$ cat src/rtl/sccb_clk_gen.sv
// sccb_clk_gen: runtime-programmable SCCB bit-clock generator.
// Produces an idle-high SIO_C level and one-cycle phase strobes (fall,
// low-mid, rise, high-mid, stop) for the SCCB master FSM. The master
// changes SIO_D on LOW_MID_PULSE and samples it on HIGH_MID_PULSE.
//
// Optional build macro: SCCB_CLK_STRETCH_EN
//   When defined, an SCL_IN port is added. It is synchronised by two PCLK
//   flops, and the HIGH phase pauses while the synchronised line reads low
//   (slave clock stretching). When undefined, HIGH is always exactly Hq
//   cycles and neither the port nor the synchroniser exists.
//
// Every output comes straight from a flop. Next-cycle values are computed
// combinationally from the next state, so each strobe lines up with the
// first cycle of the phase it marks.
`timescale 1ns/1ps

module sccb_clk_gen #(
  parameter int CNT_W    = 16,
  parameter int HALF_MIN = 2
) (
  input  logic             PCLK,
  input  logic             PRESETN,
  input  logic             EN,
  input  logic [CNT_W-1:0] HALF_PERIOD,
`ifdef SCCB_CLK_STRETCH_EN
  input  logic             SCL_IN,
`endif
  output logic             SCL_OUT,
  output logic             FALL_PULSE,
  output logic             LOW_MID_PULSE,
  output logic             RISE_PULSE,
  output logic             HIGH_MID_PULSE,
  output logic             STOP_PULSE,
  output logic             BUSY
);

  typedef enum logic [1:0] {
    ST_IDLE = 2'd0,
    ST_LOW  = 2'd1,
    ST_HIGH = 2'd2
  } state_t;

  localparam logic [CNT_W-1:0] C_HALF_MIN = CNT_W'(HALF_MIN);
  localparam logic [CNT_W-1:0] C_ONE      = CNT_W'(1);

  // Phase state, phase-cycle counter and the half-period latched for the
  // current period.
  state_t           r_state;
  logic [CNT_W-1:0] r_cnt;
  logic [CNT_W-1:0] r_hq;

  // Registered outputs.
  logic r_scl;
  logic r_fall;
  logic r_low_mid;
  logic r_rise;
  logic r_high_mid;
  logic r_stop;
  logic r_busy;

  // Combinational next-cycle values.
  state_t           w_state_next;
  logic [CNT_W-1:0] w_cnt_next;
  logic [CNT_W-1:0] w_hq_next;
  logic [CNT_W-1:0] w_hp_clamped;
  logic [CNT_W-1:0] w_hq_last;
  logic [CNT_W-1:0] w_mid_next;
  logic             w_phase_end;
  logic             w_advance;
  logic             w_scl_next;
  logic             w_fall_next;
  logic             w_low_mid_next;
  logic             w_rise_next;
  logic             w_high_mid_next;
  logic             w_stop_next;
  logic             w_busy_next;

`ifdef SCCB_CLK_STRETCH_EN
  // Two-flop synchroniser for the externally observed SIO_C line. Both
  // flops reset to 1 because an idle bus reads high, which keeps the
  // first HIGH phase after reset from being stretched by accident.
  logic r_scl_sync1;
  logic r_scl_sync2;

  // Bring SCL_IN into the PCLK domain.
  always_ff @(posedge PCLK or negedge PRESETN) begin
    if (!PRESETN) begin
      r_scl_sync1 <= 1'b1;
      r_scl_sync2 <= 1'b1;
    end else begin
      r_scl_sync1 <= SCL_IN;
      r_scl_sync2 <= r_scl_sync1;
    end
  end

  // HIGH advances only while the line is actually seen high.
  assign w_advance = r_scl_sync2;
`else
  // Without stretching, HIGH always advances.
  assign w_advance = 1'b1;
`endif

  // Clamp the programmed half-period so that both mid strobes stay clear
  // of the edge strobes.
  assign w_hp_clamped = (HALF_PERIOD < C_HALF_MIN) ? C_HALF_MIN : HALF_PERIOD;
  assign w_hq_last    = r_hq - C_ONE;
  assign w_phase_end  = (r_cnt == w_hq_last);

  // Next-state logic. EN is examined in IDLE and at the end of HIGH only,
  // so a period that has started always runs to completion.
  always_comb begin
    w_state_next = r_state;
    w_cnt_next   = r_cnt;
    w_hq_next    = r_hq;
    unique case (r_state)
      ST_IDLE: begin
        w_cnt_next = '0;
        if (EN) begin
          w_state_next = ST_LOW;
          w_hq_next    = w_hp_clamped;
        end
      end
      ST_LOW: begin
        if (w_phase_end) begin
          w_state_next = ST_HIGH;
          w_cnt_next   = '0;
        end else begin
          w_cnt_next = r_cnt + C_ONE;
        end
      end
      ST_HIGH: begin
        if (w_advance) begin
          if (w_phase_end) begin
            w_cnt_next = '0;
            if (EN) begin
              // A new period picks up the divisor currently programmed.
              w_state_next = ST_LOW;
              w_hq_next    = w_hp_clamped;
            end else begin
              w_state_next = ST_IDLE;
            end
          end else begin
            w_cnt_next = r_cnt + C_ONE;
          end
        end
      end
      default: begin
        w_state_next = ST_IDLE;
        w_cnt_next   = '0;
      end
    endcase
  end

  // Output values for the next cycle, derived from the next state so the
  // registered strobes mark phase cycle 0 and phase cycle floor(Hq/2).
  always_comb begin
    w_mid_next      = w_hq_next >> 1;
    w_scl_next      = (w_state_next != ST_LOW);
    w_fall_next     = (w_state_next == ST_LOW)  && (r_state != ST_LOW);
    w_rise_next     = (w_state_next == ST_HIGH) && (r_state == ST_LOW);
    w_low_mid_next  = (w_state_next == ST_LOW)  && (w_cnt_next == w_mid_next);
    // A stalled HIGH holds cnt, so gating with w_advance keeps the
    // high-mid strobe one cycle wide even if a stall lands on it.
    w_high_mid_next = (w_state_next == ST_HIGH) && (r_state == ST_HIGH) &&
                      w_advance && (w_cnt_next == w_mid_next);
    w_stop_next     = (w_state_next == ST_IDLE) && (r_state == ST_HIGH);
    w_busy_next     = (w_state_next != ST_IDLE);
  end

  // State, counter and latched half-period registers.
  always_ff @(posedge PCLK or negedge PRESETN) begin
    if (!PRESETN) begin
      r_state <= ST_IDLE;
      r_cnt   <= '0;
      r_hq    <= C_HALF_MIN;
    end else begin
      r_state <= w_state_next;
      r_cnt   <= w_cnt_next;
      r_hq    <= w_hq_next;
    end
  end

  // Output registers; reset forces an idle-high line with no strobes.
  always_ff @(posedge PCLK or negedge PRESETN) begin
    if (!PRESETN) begin
      r_scl      <= 1'b1;
      r_fall     <= 1'b0;
      r_low_mid  <= 1'b0;
      r_rise     <= 1'b0;
      r_high_mid <= 1'b0;
      r_stop     <= 1'b0;
      r_busy     <= 1'b0;
    end else begin
      r_scl      <= w_scl_next;
      r_fall     <= w_fall_next;
      r_low_mid  <= w_low_mid_next;
      r_rise     <= w_rise_next;
      r_high_mid <= w_high_mid_next;
      r_stop     <= w_stop_next;
      r_busy     <= w_busy_next;
    end
  end

  assign SCL_OUT        = r_scl;
  assign FALL_PULSE     = r_fall;
  assign LOW_MID_PULSE  = r_low_mid;
  assign RISE_PULSE     = r_rise;
  assign HIGH_MID_PULSE = r_high_mid;
  assign STOP_PULSE     = r_stop;
  assign BUSY           = r_busy;

endmodule

$ cat config.mk
export PLATFORM = sky130hd
export DESIGN_NAME = sccb_clk_gen
export DESIGN_NICKNAME = d
export VERILOG_FILES = /design/src/rtl/sccb_clk_gen.sv
export SDC_FILE = /design/constraint.sdc
export NUM_CORES = 1
export LEC_CHECK = 0
export CAP_MARGIN = 15
export CORE_UTILIZATION = 47
export DETAILED_ROUTE_END_ITERATION = 8
export PLACE_DENSITY_LB_ADDON = 0.25
export SLEW_MARGIN = 20
export SYNTH_ARGS = -nofsm -noshare
export SYNTH_HDL_FRONTEND = slang
export SYNTH_SLANG_ARGS = --single-unit
$ cat constraint.sdc
create_clock -name PCLK -period 9.06 [get_ports PCLK]
set_input_delay 0.906 -clock PCLK [delete_from_list [all_inputs] [get_ports PCLK]]
set_output_delay 0.906 -clock PCLK [all_outputs]
set_load 0.02 [all_outputs]
# Word-level counts from Yosys, hierarchy flattened

Index checks and enable logic that the tools add are counted.

Register bits after elaboration: 41
Bits of input ports: 19
Output and inout port bits: 7
Word-level logic and storage cells: 46

$add $sub $neg: 2
$lt $le $gt $ge: 1
Eq/ne operators: 9
Multiplexer cells: 11
Reductions and logical operators: 12

Operator list:

| kind                  | number |
|---|---|
| $mux 16               | 5 |
| $pmux 16 s2           | 1 |
| $add 16x1->16 const B | 1 |
| $eq 16x15->1          | 1 |
| $eq 16x16->1          | 1 |
| $lt 16x2->1 const B   | 1 |
| $sub 16x1->16 const B | 1 |
| $logic_and 1x1->1     | 6 |
| $mux 2                | 3 |
| $pmux 2 s3            | 1 |
| $eq 2x1->1 const B    | 2 |
| $eq 2x2->1 const B    | 2 |
| $logic_not 2->1       | 2 |
| $ne 2x1->1 const B    | 2 |
| $reduce_bool 2->1     | 2 |
| $ne 2x2->1 const B    | 1 |
| $reduce_and 2->1      | 1 |
| $reduce_or 2->1       | 1 |
| $mux 1                | 1 |

# Logic depth before layout (Yosys ltp)

Depth in word-level cells: 7
Gate-level depth with buffers: 15
Mapped depth without buffers: 13

# Worst setup path after synthesis

Ideal clock, no wire load.

Path type: flip-flop to flip-flop
Start point: register r_hq[0]
End point: register r_high_mid, in the netlist HIGH_MID_PULSE
Setup time: 0.101 ns
Data arrival time: 3.569 ns
Data required time: 8.959 ns
Slack: 5.390 ns
Cell stages (with the launch flop): 15
Path buffers: 1
Clock period less this slack: 3.670 ns
Cell sequence: dfrtp_1 > inv_1 > ha_1 > or3b_1 > nor4_4 > xnor2_1 > a2111oi_4 > and4_1 > buf_2 > mux2_2 > a222oi_1 > mux2_2 > o211a_1 > nand4_1 > nor4_1

Word-level cells in the longest chain between the ends: 7
Elaborated cells between the ends (all ways): 13
Those cells by class: add/sub (1); eq/ne (3); mux (7); reduce/logical (2)

RTL lines:

| item                                                            | RTL line | RTL |
|---|---|---|
| from (decl)                                                     | 50       | `logic [CNT_W-1:0] r_hq;` |
| from (signal assigned)                                          | 179      | `r_hq <= w_hq_next;` |
| $sub 16x1->16 (*)                                               | 106      | `assign w_hq_last = r_hq - C_ONE;` |
| $eq 16x16->1 (*)                                                | 107      | `assign w_phase_end = (r_cnt == w_hq_last);` |
| parallel branches: the longest is 4 deep, another holds $mux 16 | -        |  |
| $logic_and 1x1->1 (*)                                           | 165      | `w_advance && (w_cnt_next == w_mid_next);` |
| via w_high_mid_next                                             | 74       | `logic w_high_mid_next;` |
| to (signal assigned)                                            | 198      | `r_high_mid <= w_high_mid_next;` |
| to (decl)                                                       | 57       | `logic r_high_mid;` |

Mark *: on every way through the listed nets, which the timed path passes. The select of a mux whose other input is x is not followed.
A chain may end at the register's enable or synchronous reset.

# Final worst setup path

Start point: register r_hq[0]
End point: register r_low_mid, in the netlist LOW_MID_PULSE

Word-level cells in the longest chain between the ends: 6
Elaborated cells between the ends (all ways): 12
Those cells by class: add/sub (1); eq/ne (3); mux (7); reduce/logical (1)

RTL lines:

| item                                              | RTL line | RTL |
|---|---|---|
| $sub 16x1->16 (*)                                 | 106      |  |
| $eq 16x16->1 (*)                                  | 107      |  |
| $mux 16 (tied with other cells)                   | 133      | `if (w_phase_end) begin` |
| $pmux 16 s2 (tied with other cells)               | 115      | `unique case (r_state)` |
| $eq 16x15->1 / $eq 2x1->1 (equally long branches) | 161      | `w_low_mid_next = (w_state_next == ST_LOW) && (w_cnt_next == w_mid_next);` |
| $logic_and 1x1->1 (*)                             | 161      |  |
| via w_low_mid_next                                | 72       | `logic w_low_mid_next;` |
| to (signal assigned)                              | 196      | `r_low_mid <= w_low_mid_next;` |
| to (decl)                                         | 55       | `logic r_low_mid;` |

The timed path passes the listed nets; every way through them passes the cells marked *. The select of a mux whose other input is x is not followed.

==> impl_metrics.tcl <==
set metrics [dict create \
    outcome "finished, final reports clean" \
    use_met3 0.03708 \
    dp_hpwl_um 5580 \
    rr_worst_depth 13 \
    path_max_fanout 22 \
    grt_pass1_wl_um 12150 \
    hold_path_startpoint "r_hq[0]" \
    vdd_drop_max_uv 120.2 \
    antenna_found_initial 0 \
    cp.arrival_ps 4570 \
    antenna_cells 0 \
    dp_cells 404 \
    wirelength_um 7422 \
    vias 2552 \
    p_total_uw 345.3 \
    syn_nets 347 \
    initialDrtViolationCount 227 \
    syn_inst 322 \
    cts_buffers 5 \
    fp.dieH_um 81.13 \
    first_pass_iters 4 \
    yosysSeqAreaShare 0.3495 \
    synth.top_cell.area_share 0.3316 \
    rrSetupSlack_ps 4680 \
    dieWidth_um 81.13 \
    holdBufCountCts 0 \
    relSlewSlack 0.3876 \
    track_usage 0.2499 \
    core_sq_um 5991 \
    slew_violations 0 \
    synth.distinct_cells 62 \
    hp-class "reg2reg" \
    endpoint_kind "flip-flop" \
    avgViaCountPerCell 6.194 \
    gp_congestion 0.8799 \
    drive_gt1_frac 0.07418 \
    clock_skew_ps 6.537 \
    cts.sinks 41 \
    num_rows 28 \
    max-cap-violations 0 \
    yosys-top-cells-area "dfrtp_1, xnor2_1, xor2_1" \
    hold_viol 0 \
    yosysTopAreaCell "dfrtp_1" \
    fmax_ghz 0.2286 \
    grt_pass1_vias 2440 \
    min_period_ps 4375 \
    rsz0062_at_grt "no" \
    cts_max_path_buffers 2 \
    syn_avg_cell_area_sq_um 9.139 \
    syn2layout_area_growth_pct 12.20 \
    postCtsSetupBuffers 0 \
    yosysWarnings 0 \
    path_class "reg2reg" \
    layout_setup_ws_ps 4685 \
    required_ps 9250 \
    grt_overflow 0 \
    wl_per_cell_um 18.01 \
    rr_endpoint "LOW_MID_PULSE" \
    fin_tns_setup_ps 0 \
    clk_latency_ps 300 \
    final_common_cell "dfrtp_1" \
    final_cell_mix "dfrtp_1, nor2_1, clkdlybuf4s50_1" \
    grtUsageMet2 0.3824 \
    min_period_over_period 0.4829 \
    regToRegStartpoint "r_hq[0]" \
    grt_use_met1 0.3522 \
    hold_path_depth 2 \
    worstMarginPinSlew_ps 918.6 \
    synth-seq-cells 41 \
    start_util 0.4912 \
    cts_root_buf "clkbuf_8" \
    synth_edf_count 0 \
    finalSetupViolCount 0 \
    nets 361 \
    power_density_nw_per_um2 104.6 \
    async_flop_share 1.000 \
    drc 0 \
    port-buffer-count 25 \
    cts.htree.levels 2 \
    min_to "r_hq[0]" \
    syn_area_sq_um 2943 \
    pre_cts_ws_ps 4742 \
    synthFlopType "dfrtp_1" \
    final_cells 412 \
    ios 26 \
    die_area_sq_um 6582 \
    cts-resized-gates 0 \
    busiest_layer "met2" \
    ant_nets 0 \
    clk_pin_slew_ps 80 \
    p_leak_nw 1.392 \
    worstSetupStartpointType "flip-flop" \
    grt_max_degree 42 \
    cts_tree "done" \
]
[cells by family (layout without fill, tap and decap cells)]
| group | after synthesis | count (layout) | synth area share |
|---|---|---|---|
| AND/OR/NAND/NOR | 129 | 129 | 0.2462 |
| AO/OA/AOI/OAI | 62 | 62 | 0.1679 |
| XOR/XNOR | 41 | 41 | 0.1220 |
| flip-flops | 41 | 41 | 0.3495 |
| buffers and inverters | 31 | 46 | 0.04634 |
| multiplexers | 12 | 12 | 0.04252 |
| adder cells (fa/ha/maj) | 6 | 6 | 0.02551 |
[routing by layer]
layer	vias up	part of all wire
met1	1225	0.46
li1	1202	-
met2	106	0.46
met4	0	0.025
met5	-	0
met3	19	0.053
[state kept, by name (all words and copies together), names as in the netlist]
signal	count
FALL_PULSE	1
SCL_OUT	1
r_state	2
BUSY	1
r_hq	16
STOP_PULSE	1
LOW_MID_PULSE	1
r_cnt	16
RISE_PULSE	1
HIGH_MID_PULSE	1
[stage by stage]
| step | util | hold WS (ps) | instance area (sq um) |
|---|---|---|---|
| 6_report | 0.5512 | 589.0 | 3302 |
| 5_1_grt | 0.5512 | 651.7 | 3302 |
| 4_1_cts | 0.5512 | 596.0 | 3302 |
| 3_5_place_dp | 0.5332 | 578.0 | 3194 |
| 3_3_place_gp | 0.5332 | 553.0 | 3194 |
| 2_1_floorplan | - | 523.2 | 2943 |
[power breakdown]
part | internal [mW] | switching, mW
clock network | 0.0818 | 0.0652
logic | 0.00745 | 0.00799
registers | 0.183 | 0
[critical path, stage by stage (launching register included)]
cell	delay, ps
dfrtp_1	430
inv_1	80
ha_1	220
or3b_1	480
nor4_1	400
xnor2_1	140
a211oi_2	330
nand4_4	340
nand2_1	640
a21oi_1	70
or3b_1	400
a311oi_1	270
nand4_1	170
nor4_1	290
[area by class of cell]
cell class | count | area (sq um)
clock buffer | 6 | 72.57
clock inverter | 2 | 35.03
fill | 532 | 2689
inverter | 13 | 48.80
multi-input combinational | 250 | 1778
sequential | 41 | 1028
tap | 75 | 93.84
timing repair buffer | 25 | 245.2
[how the worst max path moves through the flow]
stage / start / endpoint / slack, ps / cells after the start
6_report: r_hq[0] / LOW_MID_PULSE / 4680 / 13
3_3_place_gp: r_hq[0] / HIGH_MID_PULSE / 4850 / 13
4_1_cts: r_hq[0] / LOW_MID_PULSE / 4700 / 13
5_1_grt: r_hq[2] / LOW_MID_PULSE / 4350 / 11
2_1_floorplan: r_hq[0] / HIGH_MID_PULSE / 5390 / 14
3_5_place_dp: r_hq[0] / HIGH_MID_PULSE / 4740 / 13
[Yosys cell counts, types with 2 or more instances]
master / count
nor2b_1: 4
a22oi_1: 5
a41o_1: 2
xor2_1: 18
dfstp_2: 2
nand3b_1: 4
or3b_1: 2
buf_6: 2
nand3_1: 16
nand2b_1: 2
nand2_1: 14
or4_1: 4
nor4_1: 7
a21o_1: 2
o21a_1: 2
buf_2: 4
inv_1: 13
clkbuf_1: 11
a22o_1: 7
nand4_1: 6
nor3b_1: 3
nor2_1: 32
and3_1: 8
and2_1: 5
and4_1: 2
a21oi_1: 12
o21ai_0: 6
o22ai_1: 2
dfrtp_1: 39
xnor2_1: 23
or3_1: 4
o211ai_1: 2
mux2i_1: 8
mux2_2: 3
nor3_1: 10
a31oi_1: 5
ha_1: 6
Note: power is estimated with default switching activity, not from simulation.
